===== src/rtl/glyph_renderer.sv =====
// rtl/glyph_renderer.sv - hex glyph (0-F) renderer feeding a framebuffer write stream
module glyph_renderer #(
    parameter int FB_COLS = 100,
    parameter int FB_ROWS = 75
) (
    input  logic        clk,
    input  logic        rst,
    input  logic        cmd_valid,
    output logic        cmd_ready,
    input  logic [6:0]  cmd_row,
    input  logic [6:0]  cmd_col,
    input  logic [3:0]  cmd_glyph,
    input  logic [7:0]  cmd_fg,
    input  logic [7:0]  cmd_bg,
    input  logic        cmd_transp,
    output logic        fb_wr_en,
    output logic [13:0] fb_wr_addr,
    output logic [7:0]  fb_wr_data,
    input  logic        fb_wr_ready,
    output logic        busy,
    output logic        done
);

    typedef enum logic [1:0] {S_IDLE, S_DRAW, S_DONE} state_t;

    localparam logic [7:0] COL_LIM = 8'(FB_COLS);
    localparam logic [7:0] ROW_LIM = 8'(FB_ROWS);

    state_t      state_q, state_d;
    logic [1:0]  x_q, x_d;
    logic [2:0]  y_q, y_d;
    logic [6:0]  row_q, row_d;
    logic [6:0]  col_q, col_d;
    logic [3:0]  glyph_q, glyph_d;
    logic [7:0]  fg_q, fg_d;
    logic [7:0]  bg_q, bg_d;
    logic        transp_q, transp_d;
    logic        wr_en_q, wr_en_d;
    logic [13:0] wr_addr_q, wr_addr_d;
    logic [7:0]  wr_data_q, wr_data_d;
    logic        ready_q, ready_d;
    logic        busy_q, busy_d;
    logic        done_q, done_d;

    // Cell evaluation inputs: the command ports on acceptance, latched fields afterwards.
    logic [6:0]  ev_row, ev_col;
    logic [3:0]  ev_glyph;
    logic [7:0]  ev_fg, ev_bg;
    logic        ev_transp;
    logic [1:0]  ev_x;
    logic [2:0]  ev_y;
    logic        load;
    logic [7:0]  row_sum, col_sum;
    logic [2:0]  font_bits;
    logic        pix_on, clip, ev_write;
    logic [7:0]  ev_colour;

    // 3x5 font, row r of glyph g, MSB is the leftmost column.
    function automatic logic [2:0] font_row(input logic [3:0] g, input logic [2:0] r);
        logic [14:0] f;
        case (g)
            4'h0: f = {3'd7, 3'd5, 3'd5, 3'd5, 3'd7};
            4'h1: f = {3'd2, 3'd6, 3'd2, 3'd2, 3'd7};
            4'h2: f = {3'd7, 3'd1, 3'd7, 3'd4, 3'd7};
            4'h3: f = {3'd7, 3'd1, 3'd7, 3'd1, 3'd7};
            4'h4: f = {3'd5, 3'd5, 3'd7, 3'd1, 3'd1};
            4'h5: f = {3'd7, 3'd4, 3'd7, 3'd1, 3'd7};
            4'h6: f = {3'd7, 3'd4, 3'd7, 3'd5, 3'd7};
            4'h7: f = {3'd7, 3'd1, 3'd1, 3'd1, 3'd1};
            4'h8: f = {3'd7, 3'd5, 3'd7, 3'd5, 3'd7};
            4'h9: f = {3'd7, 3'd5, 3'd7, 3'd1, 3'd7};
            4'hA: f = {3'd7, 3'd5, 3'd7, 3'd5, 3'd5};
            4'hB: f = {3'd6, 3'd5, 3'd6, 3'd5, 3'd6};
            4'hC: f = {3'd7, 3'd4, 3'd4, 3'd4, 3'd7};
            4'hD: f = {3'd6, 3'd5, 3'd5, 3'd5, 3'd6};
            4'hE: f = {3'd7, 3'd4, 3'd7, 3'd4, 3'd7};
            default: f = {3'd7, 3'd4, 3'd7, 3'd4, 3'd4};
        endcase
        case (r)
            3'd0:    return f[14:12];
            3'd1:    return f[11:9];
            3'd2:    return f[8:6];
            3'd3:    return f[5:3];
            3'd4:    return f[2:0];
            default: return 3'd0;
        endcase
    endfunction

    // Registered state, command fields and all outputs.
    always_ff @(posedge clk or posedge rst) begin
        if (rst) begin
            state_q   <= S_IDLE;
            x_q       <= '0;
            y_q       <= '0;
            row_q     <= '0;
            col_q     <= '0;
            glyph_q   <= '0;
            fg_q      <= '0;
            bg_q      <= '0;
            transp_q  <= 1'b0;
            wr_en_q   <= 1'b0;
            wr_addr_q <= '0;
            wr_data_q <= '0;
            ready_q   <= 1'b1;
            busy_q    <= 1'b0;
            done_q    <= 1'b0;
        end else begin
            state_q   <= state_d;
            x_q       <= x_d;
            y_q       <= y_d;
            row_q     <= row_d;
            col_q     <= col_d;
            glyph_q   <= glyph_d;
            fg_q      <= fg_d;
            bg_q      <= bg_d;
            transp_q  <= transp_d;
            wr_en_q   <= wr_en_d;
            wr_addr_q <= wr_addr_d;
            wr_data_q <= wr_data_d;
            ready_q   <= ready_d;
            busy_q    <= busy_d;
            done_q    <= done_d;
        end
    end

    // Next-state logic: step sequencing, then evaluation of the cell to present next.
    always_comb begin
        state_d   = state_q;
        x_d       = x_q;
        y_d       = y_q;
        row_d     = row_q;
        col_d     = col_q;
        glyph_d   = glyph_q;
        fg_d      = fg_q;
        bg_d      = bg_q;
        transp_d  = transp_q;
        wr_en_d   = 1'b0;
        wr_addr_d = wr_addr_q;
        wr_data_d = wr_data_q;
        ready_d   = 1'b0;
        busy_d    = 1'b1;
        done_d    = 1'b0;
        ev_row    = row_q;
        ev_col    = col_q;
        ev_glyph  = glyph_q;
        ev_fg     = fg_q;
        ev_bg     = bg_q;
        ev_transp = transp_q;
        ev_x      = x_q;
        ev_y      = y_q;
        load      = 1'b0;

        case (state_q)
            S_IDLE: begin
                if (cmd_valid && ready_q) begin
                    row_d     = cmd_row;
                    col_d     = cmd_col;
                    glyph_d   = cmd_glyph;
                    fg_d      = cmd_fg;
                    bg_d      = cmd_bg;
                    transp_d  = cmd_transp;
                    x_d       = 2'd0;
                    y_d       = 3'd0;
                    ev_row    = cmd_row;
                    ev_col    = cmd_col;
                    ev_glyph  = cmd_glyph;
                    ev_fg     = cmd_fg;
                    ev_bg     = cmd_bg;
                    ev_transp = cmd_transp;
                    ev_x      = 2'd0;
                    ev_y      = 3'd0;
                    load      = 1'b1;
                    state_d   = S_DRAW;
                end else begin
                    ready_d = 1'b1;
                    busy_d  = 1'b0;
                end
            end
            S_DRAW: begin
                if (wr_en_q && !fb_wr_ready) begin
                    // Stalled write: hold request, address and data.
                    wr_en_d = 1'b1;
                end else if (x_q == 2'd3 && y_q == 3'd5) begin
                    state_d = S_DONE;
                    done_d  = 1'b1;
                end else begin
                    if (x_q == 2'd3) begin
                        x_d = 2'd0;
                        y_d = y_q + 3'd1;
                    end else begin
                        x_d = x_q + 2'd1;
                    end
                    ev_x = x_d;
                    ev_y = y_d;
                    load = 1'b1;
                end
            end
            default: begin
                state_d = S_IDLE;
                ready_d = 1'b1;
                busy_d  = 1'b0;
            end
        endcase

        // 8-bit sums so that a 7-bit overflow lands in the clipped range.
        row_sum   = {1'b0, ev_row} + {5'd0, ev_y};
        col_sum   = {1'b0, ev_col} + {6'd0, ev_x};
        font_bits = font_row(ev_glyph, ev_y);
        case (ev_x)
            2'd0:    pix_on = font_bits[2];
            2'd1:    pix_on = font_bits[1];
            2'd2:    pix_on = font_bits[0];
            default: pix_on = 1'b0;
        endcase
        clip      = (col_sum >= COL_LIM) || (row_sum >= ROW_LIM);
        ev_colour = pix_on ? ev_fg : ev_bg;
        ev_write  = !clip && !(ev_transp && !pix_on);

        if (load) begin
            wr_en_d   = ev_write;
            wr_addr_d = {row_sum[6:0], col_sum[6:0]};
            wr_data_d = ev_colour;
        end
    end

    assign cmd_ready  = ready_q;
    assign fb_wr_en   = wr_en_q;
    assign fb_wr_addr = wr_addr_q;
    assign fb_wr_data = wr_data_q;
    assign busy       = busy_q;
    assign done       = done_q;

endmodule

===== config.mk =====
export PLATFORM = sky130hd
export DESIGN_NAME = glyph_renderer
export DESIGN_NICKNAME = d
export VERILOG_FILES = /design/src/rtl/glyph_renderer.sv
export SDC_FILE = /design/constraint.sdc
export NUM_CORES = 1
export LEC_CHECK = 0
export BUFFER_PORTS_ARGS = -buffer_cell sky130_fd_sc_hd__buf_2
export CELL_PAD_IN_SITES_DETAIL_PLACEMENT = 2
export CELL_PAD_IN_SITES_GLOBAL_PLACEMENT = 2
export CORE_MARGIN = 3
export CORE_UTILIZATION = 37
export CTS_CLUSTER_SIZE = 16
export DETAILED_ROUTE_END_ITERATION = 8
export PLACE_DENSITY = 0.87
export SLEW_MARGIN = 20
export SYNTH_ARGS = -nofsm -noshare
export SYNTH_HDL_FRONTEND = slang
export SYNTH_SLANG_ARGS = --single-unit

===== constraint.sdc =====
create_clock -name clk -period 8 [get_ports clk]
set_input_delay 1.2 -clock clk [delete_from_list [all_inputs] [get_ports clk]]
set_output_delay 1.2 -clock clk [all_outputs]
set_load 0.03 [all_outputs]

# Word level (Yosys, flattened, before mapping)
# Memory sizes are Yosys's and may differ from the RTL's.
# Index checks and enable logic that the tools add are counted.
# Widths: inputs -> output; s select.
[classes]
addsub = 4
n_mul = 0
div = 0
magnitude_cmp = 2
eq_ne = 12
shifts = 0
n_mux = 42
bitwise = 0
n_reduce_logical = 14
[ops]
columns = ["operator", "n"]
rows = [
  ["$mux 8", 5],
  ["$mux 7", 4],
  ["$ge 8x7->1 const B", 2],
  ["$pmux 3 s5", 1],
  ["$mux 2", 7],
  ["$mux 1", 12],
  ["$mux 3", 4],
  ["$add 7x2->8", 1],
  ["$add 7x3->8", 1],
  ["$mux 4", 2],
  ["$pmux 2 s2", 2],
  ["$eq 3x2->1 const B", 2],
  ["$eq 3x3->1 const B", 2],
  ["$ne 2x2->1 const B", 3],
  ["$pmux 1 s2", 3],
  ["$pmux 3 s2", 1],
  ["$logic_and 1x1->1", 5],
  ["$eq 2x1->1 const B", 2],
  ["$eq 2x2->1 const B", 2],
  ["$logic_not 1->1", 4],
  ["$logic_not 2->1", 2],
  ["$add 3x1->3 const B", 1],
  ["$eq 3x1->1 const B", 1],
  ["$logic_not 3->1", 1],
  ["4 further kinds", 4],
]
[totals]
reg_bits = 68
latchBits = 0
ramBits = 0
mem_bits_ro = 240
out_inout_bits = 26
elab_cells = 90
mem_count = 1
[mem_list]
columns = ["memory", "depth", "word_bits", "read_ports", "rd_ports_with_merged_regs", "write_ports", "line_no", "source"]
rows = [
  ["(no name shown)", 16, 15, 1, 0, 0, "61", "case (g)"],
]

# Depth between registers and ports, before layout
[depth]
word_depth = 13
ltp_mapped = 16
ltp_nobuf = 15

# Least setup slack after synthesis
# No wires, ideal clock.
[synth_path]
path_type = "input to register"
startpoint = "input port cmd_valid"
endpoint = "register wr_data_q[6], in the netlist fb_wr_data[6]"
setup_time_ns = 0.122
t_arrival_ns = 3.960
required_ns = 7.878
path_slack_ns = 3.917
stages = 16
n_path_buf = 5
path_cell_list = "nor4bb_1 -> buf_4 -> buf_8 -> buf_4 -> clkbuf_1 -> nand2_1 -> and2_1 -> inv_1 -> ha_1 -> nand2b_2 -> a211o_1 -> o211a_1 -> a211oi_4 -> buf_6 -> a41o_1 -> o21ai_1"
[synth_between]
elab_chain_cells = 7
word_cells_on_any_way = 25
cone_classes = "eq/ne: 6; mux: 15; reduce/logical: 3; memory: 1"
[synth_lines]
columns = ["item", "line_no", "source"]
rows = [
  ["from (decl)", "8", "input logic cmd_valid,"],
  ["$logic_and 1x1->1", "155", "if (cmd_valid && ready_q) begin"],
  ["$mux 4", "155", ""],
  ["$mux 4", "153", "case (state_q)"],
  ["named net ev_glyph[0]", "47", "logic [3:0] ev_glyph;"],
  ["$mem_v2 16x15", "-", ""],
  ["$pmux 3 s5", "79", "case (r)"],
  ["$pmux 1 s3", "209", "case (ev_x)"],
  ["$mux 8", "216", "ev_colour = pix_on ? ev_fg : ev_bg;"],
  ["to (signal assigned)", "119", "wr_data_q <= wr_data_d;"],
  ["to (decl)", "40", "logic [7:0] wr_data_q, wr_data_d;"],
]
# The timed path passes the listed nets, and every way through them passes these cells.
# A chain may end at the register's enable or synchronous reset.

# Final worst setup path
[layout_path]
startpoint = "input port cmd_valid"
endpoint = "register wr_en_q, in the netlist fb_wr_en"
[layout_between]
elab_chain_cells = 11
word_cells_on_any_way = 37
cone_classes = "add/sub: 2; order compare: 2; eq/ne: 6; mux: 17; reduce/logical: 9; memory: 1"
[layout_lines]
columns = ["item", "line_no", "source"]
rows = [
  ["$logic_and 1x1->1 (*)", "155", ""],
  ["$mux 3 (*)", "-", ""],
  ["$pmux 3 s2 (*)", "153", ""],
  ["named net ev_y[0]", "51", "logic [2:0] ev_y;"],
  ["branches (longest 6 deep; another with $add 7x3->8)", "-", ""],
  ["$logic_and 1x1->1 (*)", "217", "ev_write = !clip && !(ev_transp && !pix_on);"],
  ["$mux 1 (*)", "219", "if (load) begin"],
  ["named net wr_en_d", "38", "logic wr_en_q, wr_en_d;"],
  ["to (signal assigned)", "117", "wr_en_q <= wr_en_d;"],
  ["to (decl)", "38", ""],
]
# Mark *: on every way through the listed nets, which the timed path passes.

==> impl_metrics.json <==
{
  "place_ws_ns": 3.319,
  "whs_ns": 0.4795,
  "post_route_cells_drive_above_1_share": 0.2441,
  "drt_wl_total_um": 12270,
  "wire_per_inst_um": 20.72,
  "fmax_mhz": 228.0,
  "antenna_found_initial": 0,
  "endpoint_kind": "flip-flop",
  "drtAntennaViolNets": 0,
  "cts-resized-gates": 0,
  "postSynthCellCount": 393,
  "cp-endpoint": "fb_wr_en",
  "die-area_um2": 11220,
  "overflow": 0,
  "cap_viol_max_count": 0,
  "slew_headroom": 0.3902,
  "worstSetupPathType": "in2reg",
  "clkLatencyLatePin_ns": 0.37,
  "power_density_nw_per_um2": 507.7,
  "async_reset_ff_frac": 1.000,
  "nets": 513,
  "hold_path.class": "reg2reg",
  "report.final.slew_viol_count": 0,
  "grtUsageMet1": 0.2844,
  "drc_errors": 0,
  "clock-sinks": 68,
  "start_kind": "primary input",
  "ir_worst_vdd_mv": 0.2006,
  "setup_tns_ns": 0,
  "r2r_start": "cmd_ready",
  "rsz0062_at_grt": "false",
  "setup_viol": 0,
  "multiInputGateArea_um2": 1847,
  "ff2ff_setup_slack_ns": 3.90,
  "drt_iter0_drc": 132,
  "dr_total_vias": 3253,
  "grt_pass1_vias": 3704,
  "cts_tree": "yes",
  "gp_congestion": 0.8854,
  "syn_area_um2": 3695,
  "track_usage": 0.2315,
  "seqCellArea_um2": 1703,
  "synth_edf_count": 0,
  "num_antenna_cells": 0,
  "hold_viol_final": 0,
  "cp.arrival_ns": 4.67,
  "ys_ff_latch": 68,
  "yosys_warnings": 0,
  "syn_to_final_growth_pct": 18.12,
  "core_um2": 9459,
  "dr.pass1.iters": 4,
  "ys_seq_area_frac": 0.4609,
  "tightest_slew_ns": 0.9147,
  "clockBufferDepth": 2,
  "critPathRequiredTime_ns": 8.28,
  "place_inst": 576,
  "yosys_most_used_dff": "dfrtp_1",
  "fp.dieH_um": 105.9,
  "skew_ns": 0.01272,
  "mostFrequentLayoutCells": "nand2_1 (107), dfrtp_1 (67), buf_2 (64), a21oi_1 (21)",
  "fillers": 1075,
  "numCtsBuffers": 9,
  "post_cts_buffers": 0,
  "final_common_cell": "nand2_1",
  "grt_use_met2": 0.4048,
  "grt_first_pass_wirelength_um": 20310,
  "path_clk_slew_ns": 0.08,
  "syn_nets": 448,
  "syn_area_per_cell_um2": 9.402,
  "via_per_inst": 5.495,
  "top_usage_layer": "met2",
  "crit_start": "cmd_valid",
  "dp_hpwl_um": 8364,
  "htreeDepth": 3,
  "fin_crit_sh": 0.5483,
  "initial_core_util": 0.3906,
  "total_power_w": 0.002216,
  "placementRows": 35,
  "reg2reg_depth": 13,
  "grt_max_degree": 69,
  "cts_hold_buf": 0,
  "io_buffers": 64,
  "ios": 65,
  "min_period_ns": 4.386,
  "p_leak_nw": 2.137,
  "rr_endpoint": "fb_wr_en",
  "path_max_fanout": 41,
  "root_buffer": "clkbuf_8",
  "final_cell_count_no_fill": 592,
  "use_met3": 0.04068,
  "die_w_um": 105.9,
  "status": "finished, final reports clean",
  "setup_slack_ns": 3.614,
  "synth_cell_types": 66
}
## worst min path at each step
stage | from | end | slack, ns | cells past startpoint
final | fb_wr_addr[13] | fb_wr_addr[13] | 0.48 | 2
after CTS | fb_wr_addr[13] | fb_wr_addr[13] | 0.49 | 2
after detailed placement | fb_wr_addr[13] | fb_wr_addr[13] | 0.47 | 2
after global placement | fg_q[6] | fg_q[6] | 0.45 | 2
after global routing | transp_q | transp_q | 0.51 | 2
after floorplan | transp_q | transp_q | 0.44 | 2
## cell type report
type / count / area share
flip-flops and latches: 68 / 0.3902
well taps: 129 / 0.03698
clock inverters: 7 / 0.02265
clock buffers: 9 / 0.02838
repair buffers: 69 / 0.08200
inverters: 19 / 0.01663
multi-input cells: 291 / 0.4232
## report_power, final
part / switching [W] / internal [W] / total, W
registers: 0.0000885 / 0.000512 / 0.000601
logic: 0.000835 / 0.000451 / 0.00129
clock network: 0.000151 / 0.000178 / 0.000329
## Yosys cell counts (4+ instances only)
cell type / count / area (um^2)
a21oi_1: 21 / 105.1
a41o_1: 8 / 80.08
clkbuf_1: 8 / 30.03
dfrtp_1: 67 / 1677
ha_1: 14 / 175.2
inv_1: 10 / 37.54
inv_2: 8 / 30.03
mux2_2: 4 / 45.04
mux2i_1: 11 / 110.1
nand2_1: 107 / 401.6
nand2b_1: 6 / 37.54
nand3_1: 11 / 55.05
nor2_1: 8 / 30.03
nor3_1: 4 / 20.02
o2111ai_1: 4 / 35.03
o21ai_0: 14 / 70.07
o21ai_1: 9 / 45.04
or3_1: 5 / 31.28
xnor2_1: 9 / 78.83
## per-stage QoR
stage          area (um^2)  utilization
6_report              4364       0.4614
5_1_grt               4364       0.4614
4_1_cts               4364       0.4614
3_5_place_dp          4141       0.4378
3_3_place_gp          4141       0.4378
2_1_floorplan         3695            -
## logic make-up (layout without fill, tap and decap cells)
kind of cell	after synthesis	in the layout	synth area share
AND/OR/NAND/NOR	164	164	0.2049
AO/OA/AOI/OAI	84	84	0.1575
adder cells (fa/ha/maj)	16	16	0.05825
buffers and inverters	34	104	0.04334
multiplexers	18	18	0.05384
XOR/XNOR	9	9	0.02134
flip-flops	68	68	0.4609
## registers in the layout, summed over array words and instances, names as in the netlist, 2 cells and up
name / count
fb_wr_addr: 14
state_q: 2
x_q: 2
fg_q: 8
fb_wr_data: 8
y_q: 3
bg_q: 8
col_q: 7
row_q: 7
glyph_q: 4
## worst max-delay path, cell delays in order
cell and delay [ns]:
buf_2 0.10, nor4bb_4 0.18, buf_4 0.51, a311oi_2 0.15
nor2_4 0.20, inv_2 0.11, ha_1 0.24, fa_1 0.43
xnor2_1 0.39, a31oi_1 0.19, o21ai_0 0.23, nor2_1 0.08
or4_1 0.48, o22ai_1 0.16
## layer usage
metal  up-vias  share of wire
li1       1489              -
met1      1659           0.42
met2        80           0.51
met3        25          0.040
met4         0          0.022
met5         -              0
Note: power is estimated with default switching activity, not from simulation.
